<file path="src/rtl/alien_fleet_if.sv">
// Game-tick, laser, pixel and status signals between the alien fleet and its neighbours.
interface alien_fleet_if;
  logic       enable;
  logic       laserActive;
  logic [9:0] xLaser;
  logic [9:0] yLaser;
  logic [9:0] hPos;
  logic [9:0] vPos;
  logic       killingAlien;
  logic [2:0] colorAlien;
  logic [9:0] xFleet;
  logic [9:0] yFleet;
  logic [5:0] aliveCount;
  logic       fleetCleared;
  logic       fleetLanded;

  modport master (
    output enable, laserActive, xLaser, yLaser, hPos, vPos,
    input  killingAlien, colorAlien, xFleet, yFleet, aliveCount, fleetCleared, fleetLanded
  );

  modport slave (
    input  enable, laserActive, xLaser, yLaser, hPos, vPos,
    output killingAlien, colorAlien, xFleet, yFleet, aliveCount, fleetCleared, fleetLanded
  );
endinterface

</file>
<file path="src/rtl/alien_fleet.sv">
// Alien formation: laser hit test, alive mask, march FSM, game status and pixel colour.
module alien_fleet #(
  parameter int unsigned ROWS         = 4,
  parameter int unsigned COLS         = 8,
  parameter int unsigned H_SPACING    = 64,
  parameter int unsigned V_SPACING    = 32,
  parameter int unsigned ALIEN_W      = 40,
  parameter int unsigned ALIEN_H      = 20,
  parameter int unsigned START_X      = 16,
  parameter int unsigned START_Y      = 32,
  parameter int unsigned H_STEP       = 8,
  parameter int unsigned V_STEP       = 16,
  parameter int unsigned MOVE_PERIOD  = 30,
  parameter int unsigned LAND_Y       = 400,
  parameter int unsigned SCREEN_WIDTH = 640,
  parameter int unsigned BACKGROUND   = 0,
  parameter int unsigned ALIEN        = 2
) (
  input  logic         clk,
  input  logic         reset,
  alien_fleet_if.slave bus
);

  localparam int unsigned N            = ROWS * COLS;
  localparam int unsigned IDX_W        = $clog2(N);
  localparam int unsigned CNT_W        = $clog2(MOVE_PERIOD);
  localparam int unsigned H_SHIFT      = $clog2(H_SPACING);
  localparam int unsigned V_SHIFT      = $clog2(V_SPACING);
  localparam int unsigned RIGHT_REACH  = (COLS - 1) * H_SPACING + ALIEN_W + H_STEP;
  localparam int unsigned BOTTOM_REACH = (ROWS - 1) * V_SPACING + ALIEN_H;

  typedef enum logic [2:0] {MARCH_R, DOWN_L, MARCH_L, DOWN_R, LANDED, CLEARED} state_t;

  state_t             state, state_nxt;
  logic [N-1:0]       alive;
  logic [5:0]         alive_cnt;
  logic               kill;
  logic [2:0]         color;
  logic [9:0]         x_q, y_q, x_nxt, y_nxt;
  logic [CNT_W-1:0]   move_cnt;
  logic               landed_q, cleared_q, landed_nxt, cleared_nxt;

  logic               laser_in_body_c, pix_in_body_c, hit_c;
  logic [IDX_W-1:0]   laser_idx_c, pix_idx_c;
  logic               step_c, edge_r_c, edge_l_c, land_c, marching_c, move_c;

  // Point lies inside an alien body of the full grid anchored at (xf, yf).
  function automatic logic in_body(input logic [9:0] px, input logic [9:0] py,
                                   input logic [9:0] xf, input logic [9:0] yf);
    logic [9:0] dx, dy;
    dx = px - xf;
    dy = py - yf;
    return (px >= xf) && (py >= yf) &&
           ((dx >> H_SHIFT) < 10'(COLS)) && ((dy >> V_SHIFT) < 10'(ROWS)) &&
           ((dx & 10'(H_SPACING - 1)) < 10'(ALIEN_W)) &&
           ((dy & 10'(V_SPACING - 1)) < 10'(ALIEN_H));
  endfunction

  // Alive-mask index of the cell containing the point (meaningful only when in_body).
  function automatic logic [IDX_W-1:0] cell_idx(input logic [9:0] px, input logic [9:0] py,
                                                input logic [9:0] xf, input logic [9:0] yf);
    logic [9:0] row, col;
    row = (py - yf) >> V_SHIFT;
    col = (px - xf) >> H_SHIFT;
    return IDX_W'(row * 10'(COLS) + col);
  endfunction

  assign laser_in_body_c = in_body(bus.xLaser, bus.yLaser, x_q, y_q);
  assign laser_idx_c     = cell_idx(bus.xLaser, bus.yLaser, x_q, y_q);
  assign pix_in_body_c   = in_body(bus.hPos, bus.vPos, x_q, y_q);
  assign pix_idx_c       = cell_idx(bus.hPos, bus.vPos, x_q, y_q);
  assign hit_c = bus.laserActive && !kill && laser_in_body_c && alive[laser_idx_c];

  assign step_c     = (move_cnt == CNT_W'(MOVE_PERIOD - 1));
  assign edge_r_c   = (11'(x_q) + 11'(RIGHT_REACH)) > 11'(SCREEN_WIDTH);
  assign edge_l_c   = x_q < 10'(H_STEP);
  assign land_c     = (11'(y_q) + 11'(BOTTOM_REACH)) >= 11'(LAND_Y);
  assign marching_c = (state == MARCH_R) || (state == DOWN_L) ||
                      (state == MARCH_L) || (state == DOWN_R);
  assign move_c     = bus.enable && marching_c && (alive_cnt != '0) && !land_c && step_c;

  // Hit resolution: clear the struck alien and pulse killingAlien for one enable.
  always_ff @(posedge clk or negedge reset) begin
    if (!reset) begin
      alive     <= '1;
      alive_cnt <= 6'(N);
      kill      <= 1'b0;
    end else if (bus.enable) begin
      kill <= hit_c;
      if (hit_c) begin
        alive[laser_idx_c] <= 1'b0;
        alive_cnt          <= alive_cnt - 6'd1;
      end
    end
  end

  // Pixel colour, one clock behind hPos/vPos.
  always_ff @(posedge clk or negedge reset) begin
    if (!reset) color <= 3'(BACKGROUND);
    else        color <= (pix_in_body_c && alive[pix_idx_c]) ? 3'(ALIEN) : 3'(BACKGROUND);
  end

  // Enable counter pacing the march steps.
  always_ff @(posedge clk or negedge reset) begin
    if (!reset)          move_cnt <= '0;
    else if (bus.enable) move_cnt <= step_c ? '0 : move_cnt + CNT_W'(1);
  end

  // FSM state register.
  always_ff @(posedge clk or negedge reset) begin
    if (!reset) state <= MARCH_R;
    else        state <= state_nxt;
  end

  // FSM next state: cleared beats landed, both beat a march step.
  always_comb begin
    state_nxt = state;
    if (bus.enable && marching_c) begin
      if (alive_cnt == '0) state_nxt = CLEARED;
      else if (land_c)     state_nxt = LANDED;
      else if (move_c) begin
        case (state)
          MARCH_R: if (edge_r_c) state_nxt = DOWN_L;
          DOWN_L:  state_nxt = MARCH_L;
          MARCH_L: if (edge_l_c) state_nxt = DOWN_R;
          DOWN_R:  state_nxt = MARCH_R;
          default: state_nxt = state;
        endcase
      end
    end
  end

  // FSM outputs: next fleet position and status flags.
  always_comb begin
    x_nxt       = x_q;
    y_nxt       = y_q;
    landed_nxt  = (state_nxt == LANDED);
    cleared_nxt = (state_nxt == CLEARED);
    if (move_c) begin
      case (state)
        MARCH_R:        if (!edge_r_c) x_nxt = x_q + 10'(H_STEP);
        MARCH_L:        if (!edge_l_c) x_nxt = x_q - 10'(H_STEP);
        DOWN_L, DOWN_R: y_nxt = y_q + 10'(V_STEP);
        default:        x_nxt = x_q;
      endcase
    end
  end

  // Fleet position and status registers.
  always_ff @(posedge clk or negedge reset) begin
    if (!reset) begin
      x_q       <= 10'(START_X);
      y_q       <= 10'(START_Y);
      landed_q  <= 1'b0;
      cleared_q <= 1'b0;
    end else begin
      x_q       <= x_nxt;
      y_q       <= y_nxt;
      landed_q  <= landed_nxt;
      cleared_q <= cleared_nxt;
    end
  end

  assign bus.killingAlien = kill;
  assign bus.colorAlien   = color;
  assign bus.xFleet       = x_q;
  assign bus.yFleet       = y_q;
  assign bus.aliveCount   = alive_cnt;
  assign bus.fleetCleared = cleared_q;
  assign bus.fleetLanded  = landed_q;

endmodule
</file>
<file path="src/flat_wrapper.sv">
// flat-port wrapper written by rule: the top's interface ports become plain ports
module alien_fleet_flat 
#(
  parameter int unsigned ROWS         = 4,
  parameter int unsigned COLS         = 8,
  parameter int unsigned H_SPACING    = 64,
  parameter int unsigned V_SPACING    = 32,
  parameter int unsigned ALIEN_W      = 40,
  parameter int unsigned ALIEN_H      = 20,
  parameter int unsigned START_X      = 16,
  parameter int unsigned START_Y      = 32,
  parameter int unsigned H_STEP       = 8,
  parameter int unsigned V_STEP       = 16,
  parameter int unsigned MOVE_PERIOD  = 30,
  parameter int unsigned LAND_Y       = 400,
  parameter int unsigned SCREEN_WIDTH = 640,
  parameter int unsigned BACKGROUND   = 0,
  parameter int unsigned ALIEN        = 2
)
  (clk, reset, bus_enable, bus_laserActive, bus_xLaser, bus_yLaser, bus_hPos, bus_vPos, bus_killingAlien, bus_colorAlien, bus_xFleet, bus_yFleet, bus_aliveCount, bus_fleetCleared, bus_fleetLanded);
  alien_fleet_if bus_i ();
  input  logic clk;
  input  logic reset;
  input wire logic [$bits(bus_i.enable)-1:0] bus_enable;
  input wire logic [$bits(bus_i.laserActive)-1:0] bus_laserActive;
  input wire logic [$bits(bus_i.xLaser)-1:0] bus_xLaser;
  input wire logic [$bits(bus_i.yLaser)-1:0] bus_yLaser;
  input wire logic [$bits(bus_i.hPos)-1:0] bus_hPos;
  input wire logic [$bits(bus_i.vPos)-1:0] bus_vPos;
  output wire logic [$bits(bus_i.killingAlien)-1:0] bus_killingAlien;
  output wire logic [$bits(bus_i.colorAlien)-1:0] bus_colorAlien;
  output wire logic [$bits(bus_i.xFleet)-1:0] bus_xFleet;
  output wire logic [$bits(bus_i.yFleet)-1:0] bus_yFleet;
  output wire logic [$bits(bus_i.aliveCount)-1:0] bus_aliveCount;
  output wire logic [$bits(bus_i.fleetCleared)-1:0] bus_fleetCleared;
  output wire logic [$bits(bus_i.fleetLanded)-1:0] bus_fleetLanded;
  assign bus_i.enable = bus_enable;
  assign bus_i.laserActive = bus_laserActive;
  assign bus_i.xLaser = bus_xLaser;
  assign bus_i.yLaser = bus_yLaser;
  assign bus_i.hPos = bus_hPos;
  assign bus_i.vPos = bus_vPos;
  assign bus_killingAlien = bus_i.killingAlien;
  assign bus_colorAlien = bus_i.colorAlien;
  assign bus_xFleet = bus_i.xFleet;
  assign bus_yFleet = bus_i.yFleet;
  assign bus_aliveCount = bus_i.aliveCount;
  assign bus_fleetCleared = bus_i.fleetCleared;
  assign bus_fleetLanded = bus_i.fleetLanded;
  alien_fleet #(.ROWS(ROWS), .COLS(COLS), .H_SPACING(H_SPACING), .V_SPACING(V_SPACING), .ALIEN_W(ALIEN_W), .ALIEN_H(ALIEN_H), .START_X(START_X), .START_Y(START_Y), .H_STEP(H_STEP), .V_STEP(V_STEP), .MOVE_PERIOD(MOVE_PERIOD), .LAND_Y(LAND_Y), .SCREEN_WIDTH(SCREEN_WIDTH), .BACKGROUND(BACKGROUND), .ALIEN(ALIEN)) u_core (.clk(clk), .reset(reset), .bus(bus_i));
endmodule
</file>
<file path="config.mk">
export PLATFORM = sky130hd
export DESIGN_NAME = alien_fleet_flat
export DESIGN_NICKNAME = d
export VERILOG_FILES = /design/src/rtl/alien_fleet_if.sv /design/src/rtl/alien_fleet.sv /design/src/flat_wrapper.sv
export SDC_FILE = /design/constraint.sdc
export NUM_CORES = 1
export LEC_CHECK = 0
export CAP_MARGIN = 10
export CORE_MARGIN = 5
export CORE_UTILIZATION = 55
export DETAILED_ROUTE_END_ITERATION = 10
export PLACE_DENSITY_LB_ADDON = 0.12
export RECOVER_POWER = 50
export SLEW_MARGIN = 5
export SYNTH_ARGS = -nofsm -noshare
export SYNTH_HDL_FRONTEND = slang
export SYNTH_SLANG_ARGS = --single-unit
export TNS_END_PERCENT = 10
</file>
<file path="constraint.sdc">
create_clock -name clk -period 5.5 [get_ports clk]
set_input_delay 1.1 -clock clk [delete_from_list [all_inputs] [get_ports clk]]
set_output_delay 1.1 -clock clk [all_outputs]
set_load 0.1 [all_outputs]
</file>
==> results.md <==
- Total vias in the final route: 4258
- Area growth syn-to-layout: 19.7%
- Yosys warnings: 0
- Worst hold path type: reg2reg
- Antenna violations before repair: 0
- GRT Residual Overflow: 0
- Die X: 105 um
- Post-synth top area share: 0.185
- Most common cell after layout, fill and taps aside: clkdlybuf4s50_1
- Setup_tns: 0 ns
- Maxcap violations: 1
- Final ANT Viol Nets: 0
- Setup violators final: 0
- Clk buf depth: 2
- Post-synthesis cell type count: 72
- DRT iter0 DRCs: 211
- Avg Inst Size Synth: 9.75 um^2
- #FFs+latches synth: 63
- Non-filler instance count after layout: 700
- Initial Util: 0.568
- Tcrit/Tclk final: 0.924
- Core ar.: 8760 um^2
- Min Tclk post-route: 5.08 ns
- First-pass GRT wire length: 20600 um
- Status: finished, violations left
- Post-route DRC: 0
- Static leakage: 2.39 nW
- Io pins: 76
- Worst Skew: 0.0149 ns
- CTS clk-pin slew, worst paths: 0.08 ns
- Power Density: 202 nW/um^2
- Failing checks: capacitance limit, slew limit
- Max VDD drop: 0.166 mV
- Fill cell count: 725
- H-tree depth: 3
- Root Buffer: clkbuf_8
- WP data arrival: 5.34 ns
- Mapped Area: 4970 um^2
- Final wirelength: 12400 um
- CTS Hold Bufs: 0
- N_diodes: 0
- Most frequent cells in the layout: 62 x clkdlybuf4s50_1, 40 x ha_1, 38 x nand2_1
- Final Core Density: 0.679
- Rows: 34
- Routed len/inst: 17.7 um
- Die area: 11000 um^2
- TritonCTS Buffers: 9
- GRT Resource Usage Total: 0.227
- Placed wire-length estimate: 9540 um
- Via density: 6.08
- F_max: 197 MHz
- Post-CTS Resized: 0
- Critical Path Sink Type: flip-flop
- Fin. max-slew vios: 64
- Largest net degree at the start of global routing: 64
- Post-synth EDFFs: 0
- CP max FO: 10
- TritonCTS clock tree: done
- Synth area leaders: dfstp_2 18%, dfrtp_1 14%, ha_1 10%, o31a_1 5.3%, mux4_2 4.1%
- Die Height: 105 um
- Share of layout cells above drive strength 1: 0.159
- Vias in the first global route: 4221
- Main synth FF type: dfstp_2
- Setup CP Type: in2reg
- Drt first pass iters: 5
- Post-Place Cells: 684
- Max_slew headroom: -1.23
- Clk sinks: 63
- RD Place Congestion: 0.861
- Startpoint Class: input pin
- Hold Vio Cnt, Final: 0
- Async set-reset flop share out of synthesis: 1.00
- Clock latency on the worst-skew pair: 0.35 ns
- RSZ-0062 raised after global routing: false
- Crit path required time: 5.76 ns
- Top cell type by total area after synthesis: dfstp_2
- Nets: 675
- Sequential cell area fraction in the yosys report: 0.326
- Synth Instances: 510
- PortBufs: 64
- Post-CTS Setup Repair Bufs: 0
- Worst-margin pin slew: 3.35 ns
-- critical path, stage by stage --
cell	delay [ns]
clkdlybuf4s50_1	0.40
inv_1	0.06
ha_1	0.19
inv_1	0.07
fa_1	0.42
nand3_1	0.16
a21boi_0	0.15
o21a_1	0.21
nor3_1	0.20
nor2_1	0.08
ha_1	0.21
xor2_1	0.15
xnor2_1	0.56
nor3_1	0.10
a222oi_1	0.40
o2111a_2	0.34
nand2_4	0.12
buf_12	0.19
o31a_1	0.24
-- metal layers --
metal	share of wire	track usage
met1	0.43	0.288
met2	0.50	0.393
met3	0.055	0.0469
met4	0.017	0.0548
met5	0	0
-- synth_stat cells, types with 3 or more instances --
| cell type | number |
|---|---|
| a211oi_1 | 6 |
| a21o_1 | 6 |
| a21oi_1 | 22 |
| a22oi_1 | 5 |
| a31oi_1 | 3 |
| and3_1 | 4 |
| buf_4 | 9 |
| buf_6 | 5 |
| clkbuf_1 | 7 |
| dfrtp_1 | 28 |
| dfstp_2 | 35 |
| fa_1 | 4 |
| ha_1 | 40 |
| inv_1 | 37 |
| mux2_2 | 6 |
| mux2i_1 | 10 |
| mux4_2 | 9 |
| nand2_1 | 38 |
| nand2_4 | 3 |
| nand2b_1 | 14 |
| nand3_1 | 17 |
| nand3b_1 | 6 |
| nand4_1 | 3 |
| nor2_1 | 27 |
| nor2b_1 | 6 |
| nor3_1 | 14 |
| nor4_1 | 5 |
| o2111ai_1 | 3 |
| o211ai_1 | 3 |
| o21a_1 | 5 |
| o21ai_0 | 15 |
| o22ai_1 | 5 |
| o31a_1 | 30 |
| o41a_1 | 5 |
| or3_1 | 4 |
| xnor2_1 | 22 |
-- cell type report --
class                   instances  area (um^2)  area share
clock inverters                 6         61.3      0.0103
repair buffers                 81          785       0.132
flip-flops and latches         63         1620       0.272
well taps                     108          135      0.0227
inverters                      37          139      0.0233
multi-input cells             395         3090       0.518
clock buffers                  10          128      0.0214
-- flip-flops by register name (all words and copies together) (netlist names) --
register                 flops
u_core.alive                32
u_core.bus.aliveCount        6
u_core.bus.colorAlien        1
u_core.bus.fleetCleared      1
u_core.bus.fleetLanded       1
u_core.bus.killingAlien      1
u_core.bus.xFleet            7
u_core.bus.yFleet            6
u_core.move_cnt              5
u_core.state                 3
-- cell families (layout without fill, tap and decap cells) --
logic type	after synthesis	after routing	share of synthesized area
AND/OR/NAND/NOR	160	160	0.173
AO/OA/AOI/OAI	132	132	0.201
flip-flops	63	63	0.326
buffers and inverters	60	134	0.0601
adder cells (fa/ha/maj)	44	44	0.117
multiplexers	26	26	0.0797
XOR/XNOR	24	24	0.0423
other	1	9	0.000754
-- report_power, final --
group	total (mW)	leakage, nW	internal, mW	switching, mW
clock	0.405	0.0960	0.208	0.197
sequential	0.505	0.687	0.486	0.0199
combinational	0.293	1.61	0.117	0.177
total	1.20	2.39	0.810	0.393
-- per-stage QoR --
| step | setup slack (ns) | hold slack [ns] | power, mW | cell area, um^2 |
|---|---|---|---|---|
| floorplan | 0.971 | 0.443 | 0.708 | 5000 |
| global placement | 0.290 | 0.424 | 0.795 | 5770 |
| detailed placement | 0.220 | 0.422 | 0.805 | 5770 |
| CTS | 0.543 | 0.443 | 1.21 | 5960 |
| global route | 0.175 | 0.453 | 1.27 | 5950 |
| finish | 0.418 | 0.441 | 1.20 | 5950 |
-- final timing paths --
kind	start	to	slack, ns	cells past startpoint
max in group asynchronous	reset	u_core.bus.colorAlien[1]	1.65	2
setup / recovery	bus_xLaser[3]	u_core.alive[16]	0.42	19
hold / removal	u_core.bus.yFleet[9]	u_core.bus.yFleet[9]	0.44	0
hold reg to reg	u_core.bus.yFleet[9]	u_core.bus.yFleet[9]	0.44	0
setup reg to reg	u_core.bus.xFleet[4]	u_core.alive[16]	0.89	16
min in group asynchronous	reset	u_core.bus.yFleet[7]	1.97	2
Note: power is estimated with default switching activity, not from simulation.
==> RTL edit, RTL diff (config.mk and constraints unchanged) <==
Encoding of `state_t`: now one-hot (6 bits for 6 states).
--- a/src/rtl/alien_fleet.sv
+++ b/src/rtl/alien_fleet.sv
@@ -29,7 +29,7 @@
   localparam int unsigned RIGHT_REACH  = (COLS - 1) * H_SPACING + ALIEN_W + H_STEP;
   localparam int unsigned BOTTOM_REACH = (ROWS - 1) * V_SPACING + ALIEN_H;
 
-  typedef enum logic [2:0] {MARCH_R, DOWN_L, MARCH_L, DOWN_R, LANDED, CLEARED} state_t;
+  typedef enum logic [5:0] {MARCH_R = 6'b000001, DOWN_L = 6'b000010, MARCH_L = 6'b000100, DOWN_R = 6'b001000, LANDED = 6'b010000, CLEARED = 6'b100000} state_t;
 
   state_t             state, state_nxt;
   logic [N-1:0]       alive;
Function: same outputs for any inputs over 4 cycles, from zero or initial values and one cycle with reset low; so few cycles prove little.
==> RTL edit against the unedited design <==
The run still ends with capacitance limit, slew limit left; synthesized area increased by 2.5%; wire length rose by 0.63%; worst setup slack better by 170 ps; non-clock buffer count down 14; power up 0.46%; sequential power increased by 4%; cell area grew 0.21%; sequential cell count rose by 3; largest cell class unchanged.
==> RTL edit: results <==
export IMPL_status="finished, violations left"
export IMPL_violations="capacitance limit, slew limit"
export IMPL_grt_use_total=0.232
export IMPL_reg2reg_slack_ps=1130
export IMPL_post_drt_via_cell_ratio=6.12
export IMPL_slowest_stage="xor2_1"
export IMPL_p_leak_nw=2.34
export IMPL_hold_path_depth=1
export IMPL_min_from="u_core.alive[11]"
export IMPL_path_delay_family="simple AND/OR/NAND/NOR gates"
export IMPL_ys_seq_area_frac=0.333
export IMPL_drtIter0Drc=229
export IMPL_routed_wl_um=12500
export IMPL_dp_cells=688
export IMPL_maxSlewViolCount=67
export IMPL_grt_pass1_vias=4358
export IMPL_nets=676
export IMPL_cp_max_fo=35
export IMPL_stdcell_count=704
export IMPL_vdd_drop_max_mv=0.153
export IMPL_synth_area_per_cell_um2=9.69
export IMPL_relSlewSlack=-1.31
export IMPL_slowest_delay_ps=470
export IMPL_grt_pass1_wl_um=21300
export IMPL_ys_types=66
export IMPL_gp_congestion=0.887
export IMPL_finClkSkew_ps=12.8
export IMPL_r2r_end="u_core.alive[23]"
export IMPL_drive_above_1_share=0.137
export IMPL_synth_area_leaders="dfstp_2, dfrtp_1, ha_1"
export IMPL_maxCapViolations=1
export IMPL_dpl_hpwl_um=9420
export IMPL_grt_max_degree=67
export IMPL_io_buffer_count=62
-- RTL edit: changes by cell type after synthesis, moves of 4 or more --
cell,unedited run,this run
nand2_1,38,33
xnor2_1,22,28
nand4_1,3,12
o21ai_1,1,7
nand3_1,17,23
mux2i_1,10,6
nand2b_1,14,10
o41a_1,5,0
-- RTL edit: layer usage --
layer  up-vias  wire, µm  global-route usage
met1      2101      5660               0.307
li1       2077         -                   -
met5         -         0                   0
met2       115      5970               0.381
met4         0       242              0.0759
met3        17       602              0.0449
-- RTL edit: through the flow --
| step | setup WS, ps | power, mW | hold slack (ps) | cell area, µm² | util |
|---|---|---|---|---|---|
| after floorplan | 1010 | 0.707 | 444 | 5130 | - |
| after CTS | 631 | 1.22 | 465 | 5970 | 0.652 |
| after detailed placement | 313 | 0.788 | 453 | 5760 | 0.630 |
| after global placement | 350 | 0.781 | 443 | 5760 | 0.630 |
| after global routing | 200 | 1.28 | 474 | 5970 | 0.652 |
| final | 587 | 1.21 | 464 | 5970 | 0.652 |
-- RTL edit: cell type report --
cell class	count	area (µm²)
repair buffers	67	649
multi-input cells	407	3140
fillers	747	3190
clock inverters	3	46.3
well taps	111	139
flip-flops and latches	66	1700
inverters	37	139
clock buffers	13	160
-- RTL edit: power groups by stage --
stage | registers [mW] | clock network (mW) | logic (mW)
final | 0.524 | 0.430 | 0.255
after CTS | 0.524 | 0.442 | 0.257
after global placement | 0.532 | 0 | 0.250
after detailed placement | 0.532 | 0 | 0.256
after floorplan | 0.529 | 0 | 0.178
after global routing | 0.528 | 0.468 | 0.284
-- RTL edit: cells by family after synthesis --
kind of cell,synth area share
AND/OR/NAND/NOR,0.185
adder cells (fa/ha/maj),0.114
flip-flops,0.333
AO/OA/AOI/OAI,0.186
buffers and inverters,0.0579
other,0.000736
XOR/XNOR,0.0498
multiplexers,0.0736
